$ cat src/rtl/cpu_pkg.sv
// Shared types and constants for the CPU pipeline stages.
// The MEM/WB bundle is defined here so every stage sees the same layout.
package cpu_pkg;

    localparam int DATA_W          = 16;
    localparam int REG_W           = 3;
    localparam int CNT_W           = 8;
    localparam int TIMEOUT_DEFAULT = 255;

    typedef enum logic {
        IDLE = 1'b0,
        WAIT = 1'b1
    } mem_state_t;

    typedef struct packed {
        logic              valid;
        logic [DATA_W-1:0] mem_data;
        logic [DATA_W-1:0] alu_out;
        logic [DATA_W-1:0] pc_plus_2;
        logic [DATA_W-1:0] immediate;
        logic [DATA_W-1:0] slbi_or;
        logic [DATA_W-1:0] comparison;
        logic              memread;
        logic              regwrite;
        logic              compreg;
        logic              lbi;
        logic              slbi;
        logic              jump;
        logic              halt;
        logic [REG_W-1:0]  wreg;
    } mem_wb_t;

endpackage

$ cat src/rtl/mem_wb_latch.sv
// MEM/WB pipeline register bank. While disabled the operands hold and
// the valid bit drops, so write-back sees a bubble during a stall.
module mem_wb_latch
    import cpu_pkg::*;
(
    input  logic    clk,
    input  logic    rst,
    input  logic    en,
    input  mem_wb_t d,
    output mem_wb_t q
);

    // NOTE: sequential state uses <= so every flop samples pre-edge values.
    always_ff @(posedge clk or posedge rst) begin
        if (rst) begin
            q <= '0;
        end else if (en) begin
            q <= d;
        end else begin
            q.valid <= 1'b0;
        end
    end

endmodule

$ cat src/rtl/mem_access_stage.sv
// Pipeline MEM stage: ready/valid data-memory access with upstream stall,
// misalignment/timeout detection and the MEM/WB register.
module mem_access_stage
    import cpu_pkg::*;
#(
    parameter int TIMEOUT = TIMEOUT_DEFAULT
)
(
    input  logic              clk,
    input  logic              rst,
    input  logic              ex_valid,
    input  logic [DATA_W-1:0] ex_alu_out,
    input  logic [DATA_W-1:0] ex_wdata,
    input  logic [DATA_W-1:0] ex_pc_plus_2,
    input  logic [DATA_W-1:0] ex_immediate,
    input  logic [DATA_W-1:0] ex_slbi_or,
    input  logic [DATA_W-1:0] ex_comparison,
    input  logic              ex_memread,
    input  logic              ex_memwrite,
    input  logic              ex_regwrite,
    input  logic              ex_compreg,
    input  logic              ex_lbi,
    input  logic              ex_slbi,
    input  logic              ex_jump,
    input  logic              ex_halt,
    input  logic [REG_W-1:0]  ex_wreg,
    output logic              mem_stall,
    output logic              dmem_req,
    output logic              dmem_we,
    output logic [DATA_W-1:0] dmem_addr,
    output logic [DATA_W-1:0] dmem_wdata,
    input  logic              dmem_ready,
    input  logic [DATA_W-1:0] dmem_rdata,
    output logic              wb_valid,
    output logic [DATA_W-1:0] wb_mem_data,
    output logic [DATA_W-1:0] wb_alu_out,
    output logic [DATA_W-1:0] wb_pc_plus_2,
    output logic [DATA_W-1:0] wb_immediate,
    output logic [DATA_W-1:0] wb_slbi_or,
    output logic [DATA_W-1:0] wb_comparison,
    output logic              wb_memread,
    output logic              wb_regwrite,
    output logic              wb_compreg,
    output logic              wb_lbi,
    output logic              wb_slbi,
    output logic              wb_jump,
    output logic              wb_halt,
    output logic [REG_W-1:0]  wb_wreg,
    output logic              err
);

    mem_state_t       state;
    logic [CNT_W-1:0] wait_cnt;

    logic    mem_op;
    logic    misaligned;
    logic    req_c;
    logic    stall_c;
    logic    timeout_now;
    logic    completes;
    mem_wb_t wb_d;
    mem_wb_t wb_q;

    assign mem_op     = ex_valid & (ex_memread | ex_memwrite);
    assign misaligned = (state == IDLE) & mem_op & ex_alu_out[0];

    // NOTE: every always_comb output gets a default first so no latch is inferred.
    always_comb begin
        req_c       = 1'b0;
        stall_c     = 1'b0;
        timeout_now = 1'b0;
        unique case (state)
            IDLE: begin
                if (mem_op && !ex_alu_out[0]) begin
                    req_c   = 1'b1;
                    stall_c = ~dmem_ready;
                end
            end
            WAIT: begin
                if (wait_cnt == CNT_W'(TIMEOUT)) begin
                    timeout_now = 1'b1;
                end else begin
                    req_c   = 1'b1;
                    stall_c = ~dmem_ready;
                end
            end
            default: ;
        endcase
    end

    // Gated by rst so a reset mid-access withdraws the request immediately,
    // even while EX/MEM still presents the memory op.
    assign dmem_req   = req_c & ~rst;
    assign mem_stall  = stall_c & ~rst;
    assign dmem_we    = ex_memwrite;
    assign dmem_addr  = ex_alu_out;
    assign dmem_wdata = ex_wdata;

    assign completes = req_c & dmem_ready;

    always_ff @(posedge clk or posedge rst) begin
        if (rst) begin
            state    <= IDLE;
            wait_cnt <= '0;
            err      <= 1'b0;
        end else begin
            err <= err | misaligned | timeout_now;
            unique case (state)
                IDLE: begin
                    if (req_c && !dmem_ready) begin
                        state    <= WAIT;
                        wait_cnt <= '0;
                    end
                end
                WAIT: begin
                    if (timeout_now || dmem_ready) begin
                        state <= IDLE;
                    end else begin
                        wait_cnt <= wait_cnt + 1'b1;
                    end
                end
                default: state <= IDLE;
            endcase
        end
    end

    always_comb begin
        wb_d            = '0;
        wb_d.valid      = ex_valid;
        wb_d.mem_data   = (completes && ex_memread) ? dmem_rdata : '0;
        wb_d.alu_out    = ex_alu_out;
        wb_d.pc_plus_2  = ex_pc_plus_2;
        wb_d.immediate  = ex_immediate;
        wb_d.slbi_or    = ex_slbi_or;
        wb_d.comparison = ex_comparison;
        wb_d.memread    = ex_memread & ~misaligned;
        wb_d.regwrite   = ex_regwrite & ~misaligned & ~timeout_now;
        wb_d.compreg    = ex_compreg;
        wb_d.lbi        = ex_lbi;
        wb_d.slbi       = ex_slbi;
        wb_d.jump       = ex_jump;
        wb_d.halt       = ex_halt;
        wb_d.wreg       = ex_wreg;
    end

    mem_wb_latch u_mem_wb_latch (
        .clk (clk),
        .rst (rst),
        .en  (~stall_c),
        .d   (wb_d),
        .q   (wb_q)
    );

    assign wb_valid      = wb_q.valid;
    assign wb_mem_data   = wb_q.mem_data;
    assign wb_alu_out    = wb_q.alu_out;
    assign wb_pc_plus_2  = wb_q.pc_plus_2;
    assign wb_immediate  = wb_q.immediate;
    assign wb_slbi_or    = wb_q.slbi_or;
    assign wb_comparison = wb_q.comparison;
    assign wb_memread    = wb_q.memread;
    assign wb_regwrite   = wb_q.regwrite;
    assign wb_compreg    = wb_q.compreg;
    assign wb_lbi        = wb_q.lbi;
    assign wb_slbi       = wb_q.slbi;
    assign wb_jump       = wb_q.jump;
    assign wb_halt       = wb_q.halt;
    assign wb_wreg       = wb_q.wreg;

endmodule

$ cat config.mk
export PLATFORM = sky130hd
export DESIGN_NAME = mem_access_stage
export DESIGN_NICKNAME = d
export VERILOG_FILES = /design/src/rtl/cpu_pkg.sv /design/src/rtl/mem_wb_latch.sv /design/src/rtl/mem_access_stage.sv
export SDC_FILE = /design/constraint.sdc
export NUM_CORES = 1
export LEC_CHECK = 0
export ABC_AREA = 1
export CORE_MARGIN = 2
export CORE_UTILIZATION = 40
export DETAILED_ROUTE_END_ITERATION = 6
export PLACE_DENSITY = 0.89
export RECOVER_POWER = 50
export SLEW_MARGIN = 20
export SYNTH_ARGS = -nofsm -noshare
export SYNTH_HDL_FRONTEND = slang
export SYNTH_SLANG_ARGS = --single-unit
$ cat constraint.sdc
create_clock -name clk -period 4.3 [get_ports clk]
set_input_delay 0.43 -clock clk [delete_from_list [all_inputs] [get_ports clk]]
set_output_delay 0.43 -clock clk [all_outputs]
set_load 0.02 [all_outputs]
==> results of run 1 <==
## state kept, by name, indices dropped and copies added (netlist names)
signal	flops
err	1
wait_cnt	8
state	1
u_mem_wb_latch.q	107
## layout make-up
type	count	share of cell area
Multi-Input combinational cell	398	0.220
Sequential cell	117	0.371
Clock buffer	25	0.0616
Tap cell	172	0.0273
Inverter	12	0.00587
Timing Repair Buffer	244	0.307
Clock inverter	5	0.00635
## power groups by stage
stage / combinational (mW) / clock, mW / sequential, mW
global placement: 0.646 / 0 / 1.27
detailed placement: 0.655 / 0 / 1.27
floorplan: 0.222 / 0 / 1.39
global route: 0.682 / 1.36 / 1.27
finish: 0.631 / 1.28 / 1.26
CTS: 0.657 / 1.30 / 1.26
## logic make-up (layout without fill, tap and decap cells)
kind of cell               Yosys count  after routing  share of synthesized area
adders and majority gates            1              1                    0.00242
AOI/OAI and AO/OA                    4              4                    0.00436
and+or+nand+nor                    391            391                      0.322
DFF                                117            117                      0.567
buffers and inverters               81            286                      0.101
xor gates and xnor gates             2              2                    0.00339
## worst min path at each step
stage | to | slack (ns) | depth (start not counted)
6_report | u_mem_wb_latch.q[41]$_DFFE_PP0N_ | 0.46 | 2
3_5_place_dp | u_mem_wb_latch.q[45]$_DFFE_PP0N_ | 0.46 | 2
4_1_cts | u_mem_wb_latch.q[78]$_DFFE_PP0N_ | 0.47 | 2
5_1_grt | u_mem_wb_latch.q[51]$_DFFE_PP0N_ | 0.48 | 2
3_3_place_gp | err$_DFF_PP0_ | 0.45 | 2
2_1_floorplan | wait_cnt[1]$_DFFE_PP0P_ | 0.49 | 2
## layout by cell type, fill, tap and decap left out
master | netlist | routed
sky130_fd_sc_hd__nand3_1 | 99 | 99
sky130_fd_sc_hd__nand4_4 | 0 | 1
sky130_fd_sc_hd__nand3_2 | 2 | 1
sky130_fd_sc_hd__nand4_1 | 18 | 18
sky130_fd_sc_hd__dfrtp_1 | 117 | 117
sky130_fd_sc_hd__inv_2 | 2 | 2
sky130_fd_sc_hd__clkbuf_1 | 5 | 5
sky130_fd_sc_hd__clkbuf_2 | 0 | 2
sky130_fd_sc_hd__o21bai_1 | 1 | 1
sky130_fd_sc_hd__nand2_1 | 250 | 250
sky130_fd_sc_hd__clkinvlp_2 | 0 | 1
sky130_fd_sc_hd__xor2_1 | 1 | 1
sky130_fd_sc_hd__nand2_4 | 0 | 1
sky130_fd_sc_hd__o21ai_1 | 1 | 1
sky130_fd_sc_hd__clkbuf_8 | 0 | 3
sky130_fd_sc_hd__clkinv_2 | 0 | 4
sky130_fd_sc_hd__clkbuf_16 | 0 | 17
sky130_fd_sc_hd__dlygate4sd3_1 | 0 | 56
sky130_fd_sc_hd__buf_4 | 39 | 5
sky130_fd_sc_hd__xnor2_1 | 1 | 1
sky130_fd_sc_hd__bufinv_16 | 0 | 1
sky130_fd_sc_hd__ha_1 | 1 | 1
sky130_fd_sc_hd__inv_1 | 10 | 9
sky130_fd_sc_hd__nor2_1 | 19 | 19
sky130_fd_sc_hd__clkdlybuf4s50_1 | 0 | 181
sky130_fd_sc_hd__nand3b_1 | 1 | 1
sky130_fd_sc_hd__o21ai_0 | 2 | 2
sky130_fd_sc_hd__nand3_4 | 0 | 1
## tightest hold or removal path, cell delays in order, from the launching register on
cell and delay, ns:
sky130_fd_sc_hd__dfrtp_1 0.33, sky130_fd_sc_hd__nand2_1 0.05, sky130_fd_sc_hd__nand2_1 0.04
## layer usage
layer | global-route usage | routed length, um | vias to the layer above
met5 | 0 | 0 | -
met4 | 0.0836 | 362 | 0
met3 | 0.0703 | 995 | 31
met2 | 0.324 | 6680 | 190
met1 | 0.259 | 5880 | 2189
li1 | - | - | 2271
## metrics by stage
stage	worst slack, ns	util	power [mW]	hold WS (ns)
finish	1.14	0.625	3.17	0.461
global route	0.904	0.625	3.31	0.483
CTS	1.14	0.625	3.22	0.470
detailed placement	1.37	0.583	1.93	0.457
global placement	1.43	0.583	1.92	0.451
floorplan	0.769	-	1.61	0.489
==> impl_summary.txt, run 1 <==
----------------------------------------------------
[Status]
  Outcome ... complete, but fails checks
  Failing checks ... max-capacitance violations, max-slew violations

[Floorplanning]
  Vert. Die Dim ... between 100 and 150 um
  Die width ... between 100 and 150 um
  Die footprint ... approximately 0.014 mm2
  I/O pin count ... between 200 and 300
  Std-Cell Core Area ... around 0.013 mm2
  Site row count ... slightly above 40
  Initial core utilization ... 0.409

[Pwr]
  Sw Ratio ... 0.264
  Peak VDD IR ... approximately 0.23 mV
  Int Pwr ... roughly 2.3 mW
  Switching component of the power ... between 0.8 and 0.9 mW
  Clock share of power ... 0.404
  Power share of the sequential group ... 0.397
  Leakage dissipation ... approximately 3.8 nW
  Power density normalized to cell area ... between 400 and 500 mW/mm2
  Relative contribution of combinational cells to total power ... 0.199

[Cells and area]
  Final non-filler cell total ... about 970
  Antenna diode instance count ... 0
  Count of nets after finishing ... 918
  Footprint of the multi-input gates ... 0.00174 mm2
  Area growth from synthesis to layout ... 52.7%
  Number of fill cells ... around 1,100
  Reg area ... between 0.002 and 0.003 mm2
  Fraction of layout cells with a size suffix above 1 ... 0.0487
  Post-layout instance area ... a little under 0.008 mm2

[Placed design]
  Gp weighted congestion ... ~0.8
  Estimated wirelength of the detail-placed design ... 9390 um
  Cell Count Post-Placement ... about 940
  Count of input and output buffers ... 237
  Placed Instance Area ... between 0.007 and 0.008 mm2

[Global routing]
  Global-route wire length before repair ... between 20,000 and 25,000 um
  Via count of the first global-routing pass ... 4,560
  Initial antenna violation count ... 0
  GRT Resource Usage Total ... 0.205
  GRT Residual Overflow ... 0
  Largest net degree at the start of global routing ... 96

[Setup path]
  Highest net fanout along the worst path ... 19
  Cell seen most often among critical-path stages ... sky130_fd_sc_hd__nand3_1
  Cell count along the critical path ... 7
  Setup CP Type ... flop to output pin
  Dominant delay contributor by cell family on the critical path ... simple AND/OR/NAND/NOR gates
  Reg2Reg Depth ... 9
  Cell type of the slowest stage on the worst timing path ... sky130_fd_sc_hd__clkdlybuf4s50_1
  Critical path destination ... mem_stall
  Arrival time at the worst endpoint ... ~2.7 ns
  Worst Setup Start Kind ... flop
  Critical Path RT ... approximately 3.9 ns
  Cells along the critical path ... ha_1 > nand3_2 > inv_2 > nand3_1 > nand3_1 > nor2_1 > clkdlybuf4s50_1
  Buffers plus inverters on the worst setup path ... 2
  Startpoint of the worst register-to-register path ... wait_cnt[0]$_DFFE_PP0P_
  Crit-path max cell delay ... ~0.62 ns
  Critical Path Start ... wait_cnt[0]$_DFFE_PP0P_
  Worst r2r dst ... u_mem_wb_latch.q[13]$_DFFE_PP0N_
  Crit. End Element ... output pin
  FF-to-FF setup slack ... 2.02 ns

[Clock network]
  TritonCTS clock tree ... done
  Clock Sink Count ... roughly 120
  Number of setup buffers added after CTS ... 0
  Maximum clock insertion buffer count ... 2
  Clock input transition at the sequential cells of the worst setup and hold paths ... 0.05 ns
  Later-pin clock latency in the skew report ... 0.40 ns
  Count of cells resized by post-cts repair ... 0
  Depth of the CTS H-tree ... 4
  Hold-fix buffers, CTS ... 0
  TritonCTS Buffers ... 17
  Clock root buffer ... sky130_fd_sc_hd__clkbuf_16

[Routing]
  Total number of vias ... roughly 4,700
  Total wirelength of the detailed-routed design ... about 14,000 um
  Post-route DRC ... 0
  Antenna viol nets, final ... 0
  Number of violations reported at the end of detailed-routing iteration 0 ... around 320
  Ratio of routed vias to standard cells ... a little under 5
  Drt wl/cell ... 14.3 um
  Number of iterations in the first detailed-routing pass ... 5

[Synth]
  Largest cells by area after synthesis ... sky130_fd_sc_hd__dfrtp_1 (57%), sky130_fd_sc_hd__nand2_1 (18%), sky130_fd_sc_hd__nand3_1 (9.6%)
  Number of warnings reported in the yosys synthesis log ... 0
  Number of instances in the synthesized netlist ... between 500 and 600
  Number of enable-type register cells in the synthesized netlist ... 0
  Yosys cell types ... 21
  Fraction of registers with async set/reset ... 1.00
  Share of the synthesized area in the top cell type ... 0.567
  Average footprint of a synthesized cell ... 8.66 um2
  List of most frequent post-synthesis cells ... sky130_fd_sc_hd__nand2_1 (250), sky130_fd_sc_hd__dfrtp_1 (117), sky130_fd_sc_hd__nand3_1 (99)
  Synthesis-stage register bit count ... 117
  Nets in the synthesized netlist ... 724
  Largest area contributor in the netlist ... sky130_fd_sc_hd__dfrtp_1
  Sequential share of the synthesized area ... 0.567
  Top-count cell post-synth ... sky130_fd_sc_hd__nand2_1
  Most frequently used flop master after synthesis ... sky130_fd_sc_hd__dfrtp_1
  Post-synth design cell area ... slightly above 0.005 mm2

[Flow run]
  Max-cap check violation count ... 1

[STA]
  Hold violation total from the final report ... 0
  Headroom to the max-slew limit ... -0.633
  Setup TNS after final layout ... 0 ns
  Setup repair after global routing missed its margin ... no
  Fraction of the cycle the final worst path needs ... 0.735
  Pins Over Slew Limit ... 57
  Total setup violations reported at the end of the flow ... 0
  Worst-margin pin slew ... 2.44 ns
  Max Fclk ... roughly 320 MHz
  Worst Skew ... ~0.0045 ns
  Min Tclk post-route ... around 3.2 ns

[Min path]
  Launch instance of the worst min-delay path ... u_mem_wb_latch.q[41]$_DFFE_PP0N_
  Path class of the lowest-slack min-delay path ... flop to flop

----------------------------------------------------
No activity file was read; power rests on OpenSTA's default activity.
==> inputs of run 2 (changes only) <==
==> constraint.sdc (replaced) <==
create_clock -name clk -period 3 [get_ports clk]
set_input_delay 0.3 -clock clk [delete_from_list [all_inputs] [get_ports clk]]
set_output_delay 0.3 -clock clk [all_outputs]
set_load 0.02 [all_outputs]
==> run 2 against run 1 <==
Core utilization rose by 1.3 points. Highest routed layer unchanged. Total power rose by 56%. Clock power rose by 73%. The flow now finishes without violations.
==> impl_summary.txt, run 2 (synthesized netlist as in run 1, its figures left out) <==
----------------------------------------------------
[Setup path]
  Critical Path RT ... 2.70 ns
  Cells along the critical path ... ha_1 > nand3_2 > inv_2 > nand3_1 > nand3_1 > nor2_1 > clkdlybuf4s50_1
  Worst Setup Start Kind ... flop
  Buffers plus inverters on the worst setup path ... 2
  Cell type of the slowest stage on the worst timing path ... sky130_fd_sc_hd__clkdlybuf4s50_1
  Dominant delay contributor by cell family on the critical path ... simple AND/OR/NAND/NOR gates
  Setup CP Type ... flop to output pin
  Cell seen most often among critical-path stages ... sky130_fd_sc_hd__nand3_1
  Crit-path max cell delay ... approximately 0.61 ns
  Highest net fanout along the worst path ... 12
  Crit. End Element ... output pin
  Arrival time at the worst endpoint ... between 2 and 3 ns

[STA]
  Setup repair after global routing missed its margin ... no
  Hold violation total from the final report ... 0
  Min Tclk post-route ... 2.82 ns
  Total setup violations reported at the end of the flow ... 0
  Setup TNS after final layout ... 0 ns
  Worst-margin pin slew ... 1.38 ns
  Pins Over Slew Limit ... 0
  Headroom to the max-slew limit ... 0.0782
  Worst Skew ... around 0.0057 ns
  Max Fclk ... between 300 and 400 MHz
  Fraction of the cycle the final worst path needs ... 0.941

[Cells and area]
  Leading registers by flop count ... u_mem_wb_latch.q x107, wait_cnt x8
  Fraction of layout cells with a size suffix above 1 ... 0.0571
  Register name with the most flops ... u_mem_wb_latch.q
  Number of flip-flops under the largest register name ... about 110
  Most frequent cells in the layout ... sky130_fd_sc_hd__nand2_1 (250), sky130_fd_sc_hd__clkdlybuf4s50_1 (181), sky130_fd_sc_hd__dfrtp_1 (117), sky130_fd_sc_hd__nand3_1 (99), sky130_fd_sc_hd__dlygate4sd3_1 (56)
  Most common cell after layout, fill and taps aside ... sky130_fd_sc_hd__nand2_1
  Area growth from synthesis to layout ... 55.9%
  Antenna diode instance count ... 0
  Post-layout instance area ... between 0.008 and 0.009 mm2
  Count of nets after finishing ... a little over 900

[Clock network]
  Hold-fix buffers, CTS ... 0
  Clock input transition at the sequential cells of the worst setup and hold paths ... around 0.050 ns
  Number of setup buffers added after CTS ... 0
  Maximum clock insertion buffer count ... 2
  TritonCTS Buffers ... 17
  Depth of the CTS H-tree ... 4
  Count of cells resized by post-cts repair ... 0
  Later-pin clock latency in the skew report ... roughly 0.40 ns
  Clock root buffer ... sky130_fd_sc_hd__clkbuf_16
  TritonCTS clock tree ... done
  Clock Sink Count ... between 100 and 150

[Routing]
  Number of iterations in the first detailed-routing pass ... 6
  Total number of vias ... 4,794
  Total wirelength of the detailed-routed design ... around 15,000 um
  Number of violations reported at the end of detailed-routing iteration 0 ... 300
  Post-route DRC ... 0
  Antenna viol nets, final ... 0
  Drt wl/cell ... ~15 um
  Ratio of routed vias to standard cells ... 4.91

[Global routing]
  Via count of the first global-routing pass ... roughly 4,700
  Largest net degree at the start of global routing ... 96
  Initial antenna violation count ... 0
  GRT Residual Overflow ... 0
  GRT Resource Usage Total ... 0.216
  Global-route wire length before repair ... between 20,000 and 25,000 um

[Status]
  Outcome ... complete, no violations

[Flow run]
  Max-cap check violation count ... 0

[Pwr]
  Clock share of power ... 0.447
  Sw Ratio ... 0.252
  Int Pwr ... approximately 3.7 mW
  Power density normalized to cell area ... approximately 610 mW/mm2
  Peak VDD IR ... between 0.3 and 0.4 mV
  Leakage dissipation ... 3.85 nW
  Relative contribution of combinational cells to total power ... 0.188
  Power share of the sequential group ... 0.365
  Switching component of the power ... between 1 and 1.5 mW

[Floorplanning]
  Vert. Die Dim ... around 120 um
  Site row count ... 41
  Die footprint ... approximately 0.014 mm2
  Initial core utilization ... 0.409
  Std-Cell Core Area ... 0.0126 mm2
  I/O pin count ... 270
  Die width ... approximately 120 um

[Placed design]
  Placed Instance Area ... approximately 0.0074 mm2
  Estimated wirelength of the detail-placed design ... around 10,000 um
  Gp weighted congestion ... between 0.8 and 0.9
  Count of input and output buffers ... roughly 240

[Min path]
  Path class of the lowest-slack min-delay path ... input port to flop

----------------------------------------------------
run 2: cell types whose count changed in the layout (fill, tap and decap cells not counted):
cell | before | now
sky130_fd_sc_hd__bufinv_16 | 1 | 5
sky130_fd_sc_hd__buf_12 | 0 | 3
sky130_fd_sc_hd__clkbuf_1 | 5 | 2
sky130_fd_sc_hd__buf_4 | 5 | 4
sky130_fd_sc_hd__clkinv_2 | 4 | 5
run 2: layout make-up:
cell class | count | area (um2)
fill | 1042 | 4570
sequential | 117 | 2930
timing repair buffer | 246 | 2470
multi-input combinational | 398 | 1740
clock buffer | 22 | 474
tap | 172 | 215
clock inverter | 10 | 175
inverter | 12 | 46.3
run 2: per-stage QoR:
step,worst slack (ns),util,total power [mW],std cells,hold WS [ns]
detailed placement,0.628,0.589,2.78,945,0.453
global placement,0.663,0.589,2.76,945,0.450
global route,0.0430,0.638,5.13,977,0.449
finish,0.176,0.638,4.93,977,0.453
floorplan,1.14,-,2.30,596,0.429
CTS,0.157,0.640,5.01,977,0.412
run 2: power groups by stage:
stage | clock [mW] | combinational, mW | sequential (mW)
finish | 2.21 | 0.926 | 1.80
global route | 2.32 | 0.992 | 1.82
CTS | 2.24 | 0.964 | 1.81
detailed placement | 0 | 0.956 | 1.83
global placement | 0 | 0.941 | 1.82
floorplan | 0 | 0.319 | 1.99
run 2: path summary, 6_finish.rpt:
| path | from | endpoint | slack (ns) | depth (start not counted) |
|---|---|---|---|---|
| worst max-delay path | wait_cnt[0]$_DFFE_PP0P_ | mem_stall | 0.18 | 7 |
| worst min-delay path | ex_comparison[1] | u_mem_wb_latch.q[11]$_DFFE_PP0N_ | 0.45 | 3 |
| worst max register to register | state$_DFF_PP0_ | u_mem_wb_latch.q[27]$_DFFE_PP0N_ | 0.95 | 5 |
| worst min register to register | u_mem_wb_latch.q[4]$_DFFE_PP0N_ | u_mem_wb_latch.q[4]$_DFFE_PP0N_ | 0.46 | 2 |
| max in group asynchronous | rst | u_mem_wb_latch.q[41]$_DFFE_PP0N_ | 0.48 | 3 |
| min in group asynchronous | rst | u_mem_wb_latch.q[98]$_DFFE_PP0N_ | 0.65 | 2 |
run 2: worst min-delay path, stage by stage:
cell                              delay (ns)
sky130_fd_sc_hd__clkdlybuf4s50_1        0.39
sky130_fd_sc_hd__nand3_1                0.07
sky130_fd_sc_hd__nand2_1                0.05
run 2: layer usage:
layer	wire [um]	global-route usage
met3	968	0.0630
met1	5890	0.255
met5	0	0
met4	374	0.0889
met2	7720	0.369
==> inputs of run 3 (changes only) <==
--- a/config.mk
+++ b/config.mk
@@ -11,7 +11,6 @@
 export DETAILED_ROUTE_END_ITERATION = 6
 export PLACE_DENSITY = 0.89
 export RECOVER_POWER = 50
-export SLEW_MARGIN = 20
 export SYNTH_ARGS = -nofsm -noshare
 export SYNTH_HDL_FRONTEND = slang
 export SYNTH_SLANG_ARGS = --single-unit
==> results of run 3 <==
The final DEF is identical to that of run 2; final timing and power are the same.
